$ cat src/rtl/gray_counter_arbiter.sv
// Round-robin arbiter multiplexing NREQ one-entry operation slots onto a shared
// GrayCounter; issues one saturating inc/dec/load/read every three cycles.
module gray_counter_arbiter #(
  parameter int unsigned WIDTH   = 10,
  parameter int unsigned NREQ    = 4,
  parameter int unsigned MAX_VAL = (2 ** WIDTH) - 1
) (
  input  logic                    CLK,
  input  logic                    nRST,
  input  logic [NREQ-1:0]         req_ena,
  input  logic [2*NREQ-1:0]       req_op,
  input  logic [WIDTH*NREQ-1:0]   req_v,
  output logic [NREQ-1:0]         req_rdy,
  output logic [NREQ-1:0]         done,
  output logic                    done_sat,
  output logic [WIDTH-1:0]        done_value,
  output logic                    ctr_increment_ena,
  output logic                    ctr_decrement_ena,
  output logic                    ctr_writeBin_ena,
  output logic [WIDTH-1:0]        ctr_writeBin_v,
  input  logic                    ctr_increment_rdy,
  input  logic                    ctr_decrement_rdy,
  input  logic                    ctr_writeBin_rdy,
  input  logic [WIDTH-1:0]        ctr_readBin
);

  localparam int unsigned      PW    = (NREQ > 1) ? $clog2(NREQ) : 1;
  localparam logic [WIDTH-1:0] MAX_W = WIDTH'(MAX_VAL);

  typedef enum logic [1:0] {OP_INC = 2'b00, OP_DEC = 2'b01, OP_LOAD = 2'b10, OP_READ = 2'b11} op_e;
  typedef enum logic [1:0] {ST_IDLE, ST_ISSUE, ST_SETTLE} state_e;
  typedef enum logic [1:0] {ACT_NONE, ACT_INC, ACT_DEC, ACT_WR} act_e;

  state_e             state, state_nx;
  act_e               act, act_nx;
  logic [PW-1:0]      rr_ptr, rr_nx;
  logic [PW-1:0]      gnt, gnt_nx;
  logic               sat, sat_nx;
  logic [WIDTH-1:0]   wr_v, wr_v_nx;
  logic [WIDTH-1:0]   last_value;
  logic               rdy_en;

  logic [NREQ-1:0]    slot_valid;
  op_e                slot_op [NREQ];
  logic [WIDTH-1:0]   slot_v  [NREQ];

  logic [NREQ-1:0]    elig;
  logic               found;
  logic [PW-1:0]      cand;

  // A slot is eligible only when the counter port its op needs is ready.
  always_comb begin
    elig = '0;
    for (int unsigned i = 0; i < NREQ; i++) begin
      case (slot_op[i])
        OP_INC:  elig[i] = slot_valid[i] & ctr_increment_rdy;
        OP_DEC:  elig[i] = slot_valid[i] & ctr_decrement_rdy;
        OP_LOAD: elig[i] = slot_valid[i] & ctr_writeBin_rdy;
        default: elig[i] = slot_valid[i];
      endcase
    end
  end

  always_comb begin
    found = 1'b0;
    cand  = '0;
    for (int unsigned k = 0; k < NREQ; k++) begin
      int unsigned idx;
      idx = k + 32'(rr_ptr);
      if (idx >= NREQ) idx = idx - NREQ;
      if (!found && elig[idx[PW-1:0]]) begin
        found = 1'b1;
        cand  = idx[PW-1:0];
      end
    end
  end

  always_comb begin
    state_nx = state;
    rr_nx    = rr_ptr;
    gnt_nx   = gnt;
    act_nx   = act;
    sat_nx   = sat;
    wr_v_nx  = wr_v;
    case (state)
      ST_IDLE: begin
        if (found) begin
          gnt_nx   = cand;
          rr_nx    = (cand == PW'(NREQ - 1)) ? '0 : cand + PW'(1);
          state_nx = ST_ISSUE;
          act_nx   = ACT_NONE;
          sat_nx   = 1'b0;
          // Saturation is judged against the counter value seen at grant time.
          case (slot_op[cand])
            OP_INC: begin
              if (ctr_readBin >= MAX_W) sat_nx = 1'b1;
              else                      act_nx = ACT_INC;
            end
            OP_DEC: begin
              if (ctr_readBin == '0) sat_nx = 1'b1;
              else                   act_nx = ACT_DEC;
            end
            OP_LOAD: begin
              act_nx = ACT_WR;
              if (slot_v[cand] > MAX_W) begin
                wr_v_nx = MAX_W;
                sat_nx  = 1'b1;
              end else begin
                wr_v_nx = slot_v[cand];
              end
            end
            default: ;
          endcase
        end
      end
      ST_ISSUE:  state_nx = ST_SETTLE;
      ST_SETTLE: state_nx = ST_IDLE;
      default:   state_nx = ST_IDLE;
    endcase
  end

  always_ff @(posedge CLK) begin
    if (!nRST) begin
      state      <= ST_IDLE;
      rr_ptr     <= '0;
      gnt        <= '0;
      act        <= ACT_NONE;
      sat        <= 1'b0;
      wr_v       <= '0;
      last_value <= '0;
      rdy_en     <= 1'b0;
      slot_valid <= '0;
    end else begin
      state  <= state_nx;
      rr_ptr <= rr_nx;
      gnt    <= gnt_nx;
      act    <= act_nx;
      sat    <= sat_nx;
      wr_v   <= wr_v_nx;
      rdy_en <= 1'b1;
      if (state == ST_SETTLE) last_value <= ctr_readBin;
      for (int unsigned i = 0; i < NREQ; i++) begin
        if (state == ST_SETTLE && gnt == PW'(i)) begin
          slot_valid[i] <= 1'b0;
        end else if (req_ena[i] && req_rdy[i]) begin
          slot_valid[i] <= 1'b1;
          slot_op[i]    <= op_e'(req_op[2*i +: 2]);
          slot_v[i]     <= req_v[WIDTH*i +: WIDTH];
        end
      end
    end
  end

  // rdy_en keeps req_rdy low while reset is held, even though the slots are already empty.
  assign req_rdy = rdy_en ? ~slot_valid : '0;

  always_comb begin
    done = '0;
    if (state == ST_SETTLE) done[gnt] = 1'b1;
  end

  assign done_sat          = (state == ST_SETTLE) && sat;
  assign done_value        = (state == ST_SETTLE) ? ctr_readBin : last_value;
  assign ctr_increment_ena = (state == ST_ISSUE) && (act == ACT_INC);
  assign ctr_decrement_ena = (state == ST_ISSUE) && (act == ACT_DEC);
  assign ctr_writeBin_ena  = (state == ST_ISSUE) && (act == ACT_WR);
  assign ctr_writeBin_v    = wr_v;

endmodule

$ cat config.mk
export PLATFORM = sky130hd
export DESIGN_NAME = gray_counter_arbiter
export DESIGN_NICKNAME = d
export VERILOG_FILES = /design/src/rtl/gray_counter_arbiter.sv
export SDC_FILE = /design/constraint.sdc
export NUM_CORES = 1
export LEC_CHECK = 0
export CAP_MARGIN = 20
export CORE_UTILIZATION = 43
export CTS_CLUSTER_DIAMETER = 200
export CTS_CLUSTER_SIZE = 30
export DETAILED_ROUTE_END_ITERATION = 16
export GPL_ROUTABILITY_DRIVEN = 0
export GPL_TIMING_DRIVEN = 0
export PLACE_DENSITY = 0.75
export SLEW_MARGIN = 20
export SYNTH_ARGS = -nofsm -noshare
export SYNTH_HDL_FRONTEND = slang
export SYNTH_SLANG_ARGS = --single-unit
export TNS_END_PERCENT = 1
$ cat constraint.sdc
create_clock -name CLK -period 2.6 [get_ports CLK]
set_input_delay 0.26 -clock CLK [delete_from_list [all_inputs] [get_ports CLK]]
set_output_delay 0.26 -clock CLK [all_outputs]
set_load 0.1 [all_outputs]
# --- Yosys cells after proc, flatten, opt, wreduce, memory -nomap -nowiden ---
# Memory sizes are Yosys's and may differ from the RTL's.
# Cells that the tools add are included.
totals:
  latchBits: 0
  ram_bits: 48
  rom_bits: 0
  elab_cells: 158
  mem_count: 2
  output_inout_bits: 32
  regBits: 34
  in_bits: 67
mem_list:
  columns: ["name", "words", "word_bits", "read_ports", "rd_ports_with_merged_regs", "wr", "line", "text"]
  rows:
  - ["slot_v", 4, 10, 1, 0, 4, "45", "logic [WIDTH-1:0] slot_v [NREQ];"]
  - ["slot_op", 4, 2, 5, 0, 4, "44", "op_e slot_op [NREQ];"]
classes:
  n_shift: 0
  mux: 57
  bitwise_logic: 14
  eq_ne: 20
  mul: 0
  addsub: 8
  n_reduce_logical: 33
  n_lt_le_gt_ge: 12
  n_div: 0
ops:
  columns: ["op", "count"]
  rows:
  - ["$mux W1", 30]
  - ["$eq A2 B2 Y1 const B", 11]
  - ["$mux W2", 11]
  - ["$mux W10", 2]
  - ["$eq A2 B1 Y1 const B", 8]
  - ["$logic_and A1 B1 Y1", 16]
  - ["$lt A2 B3 Y1 const B", 5]
  - ["$pmux W1 S3", 5]
  - ["$logic_not A2 Y1", 7]
  - ["$and A1 B1 Y1", 12]
  - ["$ge A10 B10 Y1 const B", 1]
  - ["$gt A10 B10 Y1 const B", 1]
  - ["$logic_not A10 Y1", 1]
  - ["$ge A3 B3 Y1 const B", 3]
  - ["$bmux W1 S2", 4]
  - ["$mux W4", 2]
  - ["$reduce_or A2 Y1", 4]
  - ["$sub A2 B1 Y2 const B", 4]
  - ["$add A2 B2 Y3 const A", 2]
  - ["$pmux W2 S3", 1]
  - ["$not A4 Y4", 1]
  - ["$pmux W2 S2", 1]
  - ["$add A1 B2 Y3 const A", 1]
  - ["$ge A2 B3 Y1 const B", 1]
  - ["other kinds (8)", 10]

# --- Logic depth before layout (Yosys ltp) ---
# Gate-level depths: netlist (run 1).
# An unclocked memory read counts as a cell.
logic_depth:
  depth_word: 18
  mapped_depth: 12
  ltp_nobuf: 10

# --- Least setup slack after synthesis (run 1) ---
# No wires, ideal clock.
synth_timing:
  kind: "register to register"
  from: "reg state[0]"
  to: "mem slot_op[2][0] (netlist name), enable pin"
  period_less_slack_ps: 3489
  setup_ps: 293
  path_buffers: 0
  setup_slack_ps: -889
  required_ps: 2307
  stages_incl_launch_ff: 5
  t_arrival_ps: 3196
  cell_sequence: "dfxtp_1 nand2b_1 nor3b_1 nand2b_1 nor2_1"
synth_rtl:
  columns: ["element", "line", "text"]
  rows:
  - ["from (decl)", "34", "state_e state, state_nx;"]
  - ["from (signal assigned)", "134", "state <= state_nx;"]
  - ["to (decl)", "44", null]

==> results of run 1 <==
==> routing by layer <==
| layer | GRT usage (%) | up-vias | wire length [um] |
|---|---|---|---|
| li1 | - | 1398 | - |
| met1 | 25.5 | 1358 | 3900 |
| met2 | 34.0 | 98 | 4310 |
| met3 | 3.72 | 22 | 404 |
| met4 | 10.5 | 0 | 218 |
| met5 | 0 | - | 0 |
==> where the power goes <==
group	total (mW)	internal [mW]	switching, mW
Combinational	0.730	0.296	0.434
Clock	0.847	0.353	0.494
Sequential	1.48	1.43	0.0449
==> flip-flops by register name (all words and copies together) (netlist names) <==
signal,cells
slot_valid,4
slot_op,8
rdy_en,1
ctr_writeBin_v,10
state,2
act,2
sat,1
last_value,10
rr_ptr,2
gnt,2
slot_v,40
==> what timing repair did <==
item,4_1_cts,5_1_grt
buffers inserted,13,4
gates cloned,1,0
endpoints found under the hold margin,0,0
hold buffers,0,0
pin swaps,12,7
gates resized for setup,66,36
endpoints found under the setup margin,28,29
==> area by class of cell <==
cell class	instances	area share [%]
Buffer	9	1.07
Clock buffer	9	2.35
Clock inverter	7	1.02
Inverter	15	1.07
Multi-Input combinational cell	215	30.8
Sequential cell	82	40.3
Tap cell	105	2.49
Timing Repair Buffer	117	20.9
==> critical path, stage by stage (launching register included) <==
cell and delay, ps:
edfxtp_1 450, ha_1 350, a211oi_2 220, a211oi_2 110, buf_4 160, nand2b_1 130, a21oi_1 150, o221a_2 330
mux2i_4 380, and3_4 270, buf_6 120, o22ai_1 60
==> final timing paths <==
kind | start | end | slack [ps]
hold reg to reg | ctr_writeBin_v[9] | ctr_writeBin_v[9] | 470
setup / recovery | slot_op[1][1] | ctr_writeBin_v[0] | -260
setup reg to reg | slot_op[1][1] | ctr_writeBin_v[0] | -260
hold / removal | req_v[7] | slot_v[0][7] | 440
==> Yosys cell counts, types with 4 or more instances <==
cell / instances
o22ai_1: 11
inv_1: 15
edfxtp_1: 48
dfxtp_1: 34
a21oi_1: 19
a211oi_1: 4
nand2b_1: 7
ha_1: 12
nor2b_1: 7
clkbuf_1: 7
mux2_2: 10
mux2i_1: 16
nor2_1: 21
nand2_1: 54
and2_1: 14
==> stage by stage <==
stage | setup WS [ps] | std cells | utilization (%) | TNS [ps] | cell area, um^2
3_5_place_dp | -479 | 526 | 58.0 | -10360 | 4770
3_3_place_gp | -407 | 526 | 58.0 | -8480 | 4770
2_1_floorplan | -327 | 323 | - | -10510 | 3650
6_report | -260 | 559 | 64.1 | -2970 | 5270
5_1_grt | -372 | 559 | 64.1 | -4840 | 5270
4_1_cts | -158 | 554 | 63.3 | -1860 | 5200
==> cell families after synthesis <==
| family | synth area share, % |
|---|---|
| AOI/OAI and AO/OA | 9.24 |
| xor gates and xnor gates | 0.241 |
| adders and majority gates | 4.12 |
| buffers and inverters | 2.89 |
| DFF | 58.3 |
| muxes | 8.49 |
| and+or+nand+nor | 16.7 |
==> reports/results.ini, run 1 <==
[cells_and_area]
nFillCells = 643
layout.nets = 528
multi_input_area_um2 = 1620
area_growth_pct = 44.7
final_layout_size_suffix_gt1_share_pct = 21.4
antenna_cells = 0
final_common_cell = clkdlybuf4s50_1
mostFrequentLayoutCells = clkdlybuf4s50_1 (81), nand2_1 (54), edfxtp_1 (48)
regArea_um2 = 2120

[clock_tree]
cts-root-buf = clkbuf_8
clk_pin_slew_ps = 90
clkLatencyLatePin_ps = 360
numClockSinks = 82
htree_levels = 3
cts_buffers = 9
max-clock-path-buffers = 2
cts_tree = yes

[global_routing]
first_global_vias = 2873
grt_pass1_wl_mm = 13.6
grt-ovfl-total = 0
grt_start_max_net_pins = 16
antenna_found_initial = 0
grtUsageTotal_pct = 20.5

[synth]
yosys_most_used_dff = edfxtp_1
synth-async-reset-ratio_pct = 0
synth_warnings = 0
synthCells = 323
syn_avg_cell_area_um2 = 11.3
synth_area_leader_cell = edfxtp_1
yosysSeqAreaShare_pct = 58.3
yosys_register_bits = 82
yosysUniqueCellTypes = 44
synth_area_leaders = edfxtp_1 (40%), dfxtp_1 (19%), nand2_1 (5.6%)
netlist.area_leader.share_pct = 39.6
mappedNetlistArea_um2 = 3640
syn-num-nets = 402
synth_edf_count = 48

[setup_path]
worstPathArrival_ps = 3100
critPathKind = reg2reg
reg2regPathDepth = 11
critPathLaunchType = register
crit_required_ps = 2840
end_kind = register
critPathMaxFanout = 6

[timing]
fin_ws_ps = -260
rsz0062_at_grt = true
tightest_slew_ps = 1010
hold_viol = 0
slew_violations = 0
post-route-period-util_pct = 110
period_needed_ps = 2860
fmax_mhz = 350
skew_ps = 10.6
slew_headroom_pct = 32.5
finalSetupViolations = 14
hold_ws_ps = 444

[run_status]
violations = negative setup slack
status = finished, violations left

[floorplan]
die_h_um = 94.0
die_w_um = 94.0
pin_count = 99
coreArea_um2 = 8220
initial_core_util_pct = 44.3
fp-row-count = 33
die-area_um2 = 8840

[routing]
ant_nets = 0
drc_errors = 0
dr.pass1.iters = 4
vias = 2876
via_per_inst = 5.14
wl_per_cell_um = 15.8
drt_iter0_drc = 144
wl_mm = 8.83

[placement]
io_buffers = 98
dp_hpwl_mm = 6.16

[pwr]
p_per_area_nw_per_um2 = 580
ir_worst_vdd_mv = 0.336
total_power_mw = 3.06
leakagePower_nw = 2.03

[job]
drv_cap = 0

[min_path]
whs_path_depth = 1
hold_path_class = in2reg

No activity file was read; power rests on OpenSTA's default activity.
==> inputs of run 2 (changes only) <==
--- a/config.mk
+++ b/config.mk
@@ -7,2 +7,3 @@
 export LEC_CHECK = 0
+export ABC_CLOCK_PERIOD_IN_PS = 2600
 export CAP_MARGIN = 20
--- a/constraint.sdc
+++ b/constraint.sdc
@@ -3,2 +3,2 @@
 set_output_delay 0.26 -clock CLK [all_outputs]
-set_load 0.1 [all_outputs]
+set_load 0.02 [all_outputs]
==> run 2 against run 1 <==
The flow still finishes with violations (negative setup slack). Cell count rose by 1.1%. Register-to-register slack barely moved. Die area did not move. Highest routed layer unchanged. Count of clock-buffer cells in the layout did not move. Critical path type unchanged. Worst hold slack improved by 18 ps.
==> reports/results.ini, run 2 (synthesis gave the netlist of run 1 again) <==
[run_status]
status = finished, violations left
violations = negative setup slack

[routing]
drc_errors = 0  ; unchanged
wl_mm = 8.92  ; +1.0%
wl_met1_mm = 3.70  ; -5.1%
met3_length_um = 440  ; +8.9%
ant_nets = 0  ; unchanged
drt_iter0_drc = 132  ; -8.3%
top_layer = met4
via_per_inst = 5.09  ; -0.99%
dr.pass1.iters = 4  ; unchanged
vias = 2878  ; +0.070%
wl_met2_mm = 4.61  ; +6.9%
wl_per_cell_um = 15.8  ; about the same

[clock_tree]
cts_tree = yes
cts_buffers = 9  ; unchanged
numClockSinks = 82  ; unchanged
htree_levels = 3  ; unchanged
max-clock-path-buffers = 2  ; unchanged
clk_pin_slew_ps = 80  ; about the same
hold_buffers = 0  ; unchanged
clkLatencyLatePin_ps = 350  ; about the same
cts-root-buf = clkbuf_8

[setup_path]
worstPathArrival_ps = 3160  ; +60 ps
critPathKind = reg2reg
critPathLaunchType = register
end_kind = register
critPathMaxFanout = 6  ; unchanged
crit_required_ps = 2880  ; +40 ps

[floorplan]
coreArea_um2 = 8220  ; unchanged
die_w_um = 94.0  ; unchanged
fp-row-count = 33  ; unchanged
die_h_um = 94.0  ; unchanged
die-area_um2 = 8840  ; unchanged
initial_core_util_pct = 44.3  ; unchanged
pin_count = 99  ; unchanged

[timing]
rsz0062_at_grt = true
post-route-period-util_pct = 110  ; +0.45 points
final.setup.tns_ps = -2970  ; +0.200 ps
hold_viol = 0  ; unchanged
tightest_slew_ps = 1050  ; +36.1 ps
slew_violations = 0  ; unchanged
slew_headroom_pct = 30.0  ; -2.5 points
period_needed_ps = 2870  ; +11.6 ps
fin_ws_ps = -272  ; -11.6 ps
hold_ws_ps = 462  ; +18.4 ps
skew_ps = 11.1  ; +0.425 ps
fmax_mhz = 348  ; -0.41%
finalSetupViolations = 13  ; -1

[cells_and_area]
antenna_cells = 0  ; unchanged
largest_register_ff_count = 40  ; unchanged
nFillCells = 605  ; -5.9%
final_area_um2 = 5430  ; +3.1%
multi_input_area_um2 = 1700  ; +4.9%
layout.cells.non_filler = 565  ; +1.1%
fin_util_pct = 66.1  ; +2.0 points
mostFrequentLayoutCells = clkdlybuf4s50_1 (98), nand2_1 (54), edfxtp_1 (48)
area_growth_pct = 49.2
regArea_um2 = 2120  ; unchanged
final_layout_size_suffix_gt1_share_pct = 20.4  ; -0.93 points
largest-register = slot_v
layout.nets = 534  ; +1.1%
final_common_cell = clkdlybuf4s50_1

[placement]
pre_cts_ws_ps = -456  ; +23.3 ps
io_buffers = 98  ; unchanged
dpl-instance-area_um2 = 4780  ; +0.24%
dp_hpwl_mm = 6.05  ; -1.9%
dp.cells = 526  ; unchanged

[min_path]
hold_path_class = in2reg

[pwr]
p_per_area_nw_per_um2 = 533  ; -8.1%
total_power_mw = 2.90  ; -5.2%
leakagePower_nw = 1.98  ; -2.7%
ir_worst_vdd_mv = 0.407  ; +21%

[global_routing]
antenna_found_initial = 0  ; unchanged
grt-ovfl-total = 0  ; unchanged
grtUsageTotal_pct = 20.4  ; -0.074 points
grt_start_max_net_pins = 15  ; -1
first_global_vias = 2807  ; -2.3%
grt_pass1_wl_mm = 13.4  ; -1.5%

[job]
drv_cap = 0  ; unchanged

==> run 2: changes by cell type in the layout (fill, tap and decap cells not counted), moves of 3 or more <==
cell	before	now
clkdlybuf4s50_1	81	98
buf_2	9	0
ha_1	10	5
ha_4	1	6
dlygate4sd2_1	4	0
buf_4	15	18
==> run 2: path summary, 6_finish.rpt <==
path,startpoint,to,slack [ps],cells past startpoint
setup / recovery,slot_op[0][1],act[1],-270,13
hold / removal,req_v[2],slot_v[0][2],460,1
setup reg to reg,slot_op[0][1],act[1],-270,13
hold reg to reg,ctr_writeBin_v[9],ctr_writeBin_v[9],460,2
==> run 2: final cells by class <==
cell class                 count  area share, %
sequential                    82           39.1
multi-input combinational    215           31.3
timing repair buffer         122           21.9
tap                          105           2.42
clock buffer                   9           2.28
buffer                        10           1.13
inverter                      15           1.04
clock inverter                 7          0.829
==> run 2: worst max-delay path, stage by stage (launching register included) <==
cell and delay, ps:
edfxtp_1 430, buf_6 140, inv_1 70, ha_4 160, a211o_4 350, o2111ai_4 220
buf_6 140, a21oi_4 50, nor3_4 180, buf_12 170, mux2i_4 260, mux2i_4 140
or3_1 370, a21oi_1 120
==> run 2: power breakdown <==
part	internal (mW)	switching [mW]
combinational	0.317	0.285
sequential	1.43	0.0456
clock	0.343	0.473
==> run 2: metal layers <==
metal | up-vias | global-route usage [%]
li1 | 1413 | -
met1 | 1357 | 25.2
met2 | 94 | 34.9
met3 | 14 | 4.94
met4 | 0 | 6.79
met5 | - | 0
==> run 2: timing repair <==
action                                  CTS  global route
endpoints found under the setup margin   18            25
setup buffers                            14             9
gates resized for setup                  34            24
pin swaps                                15            12
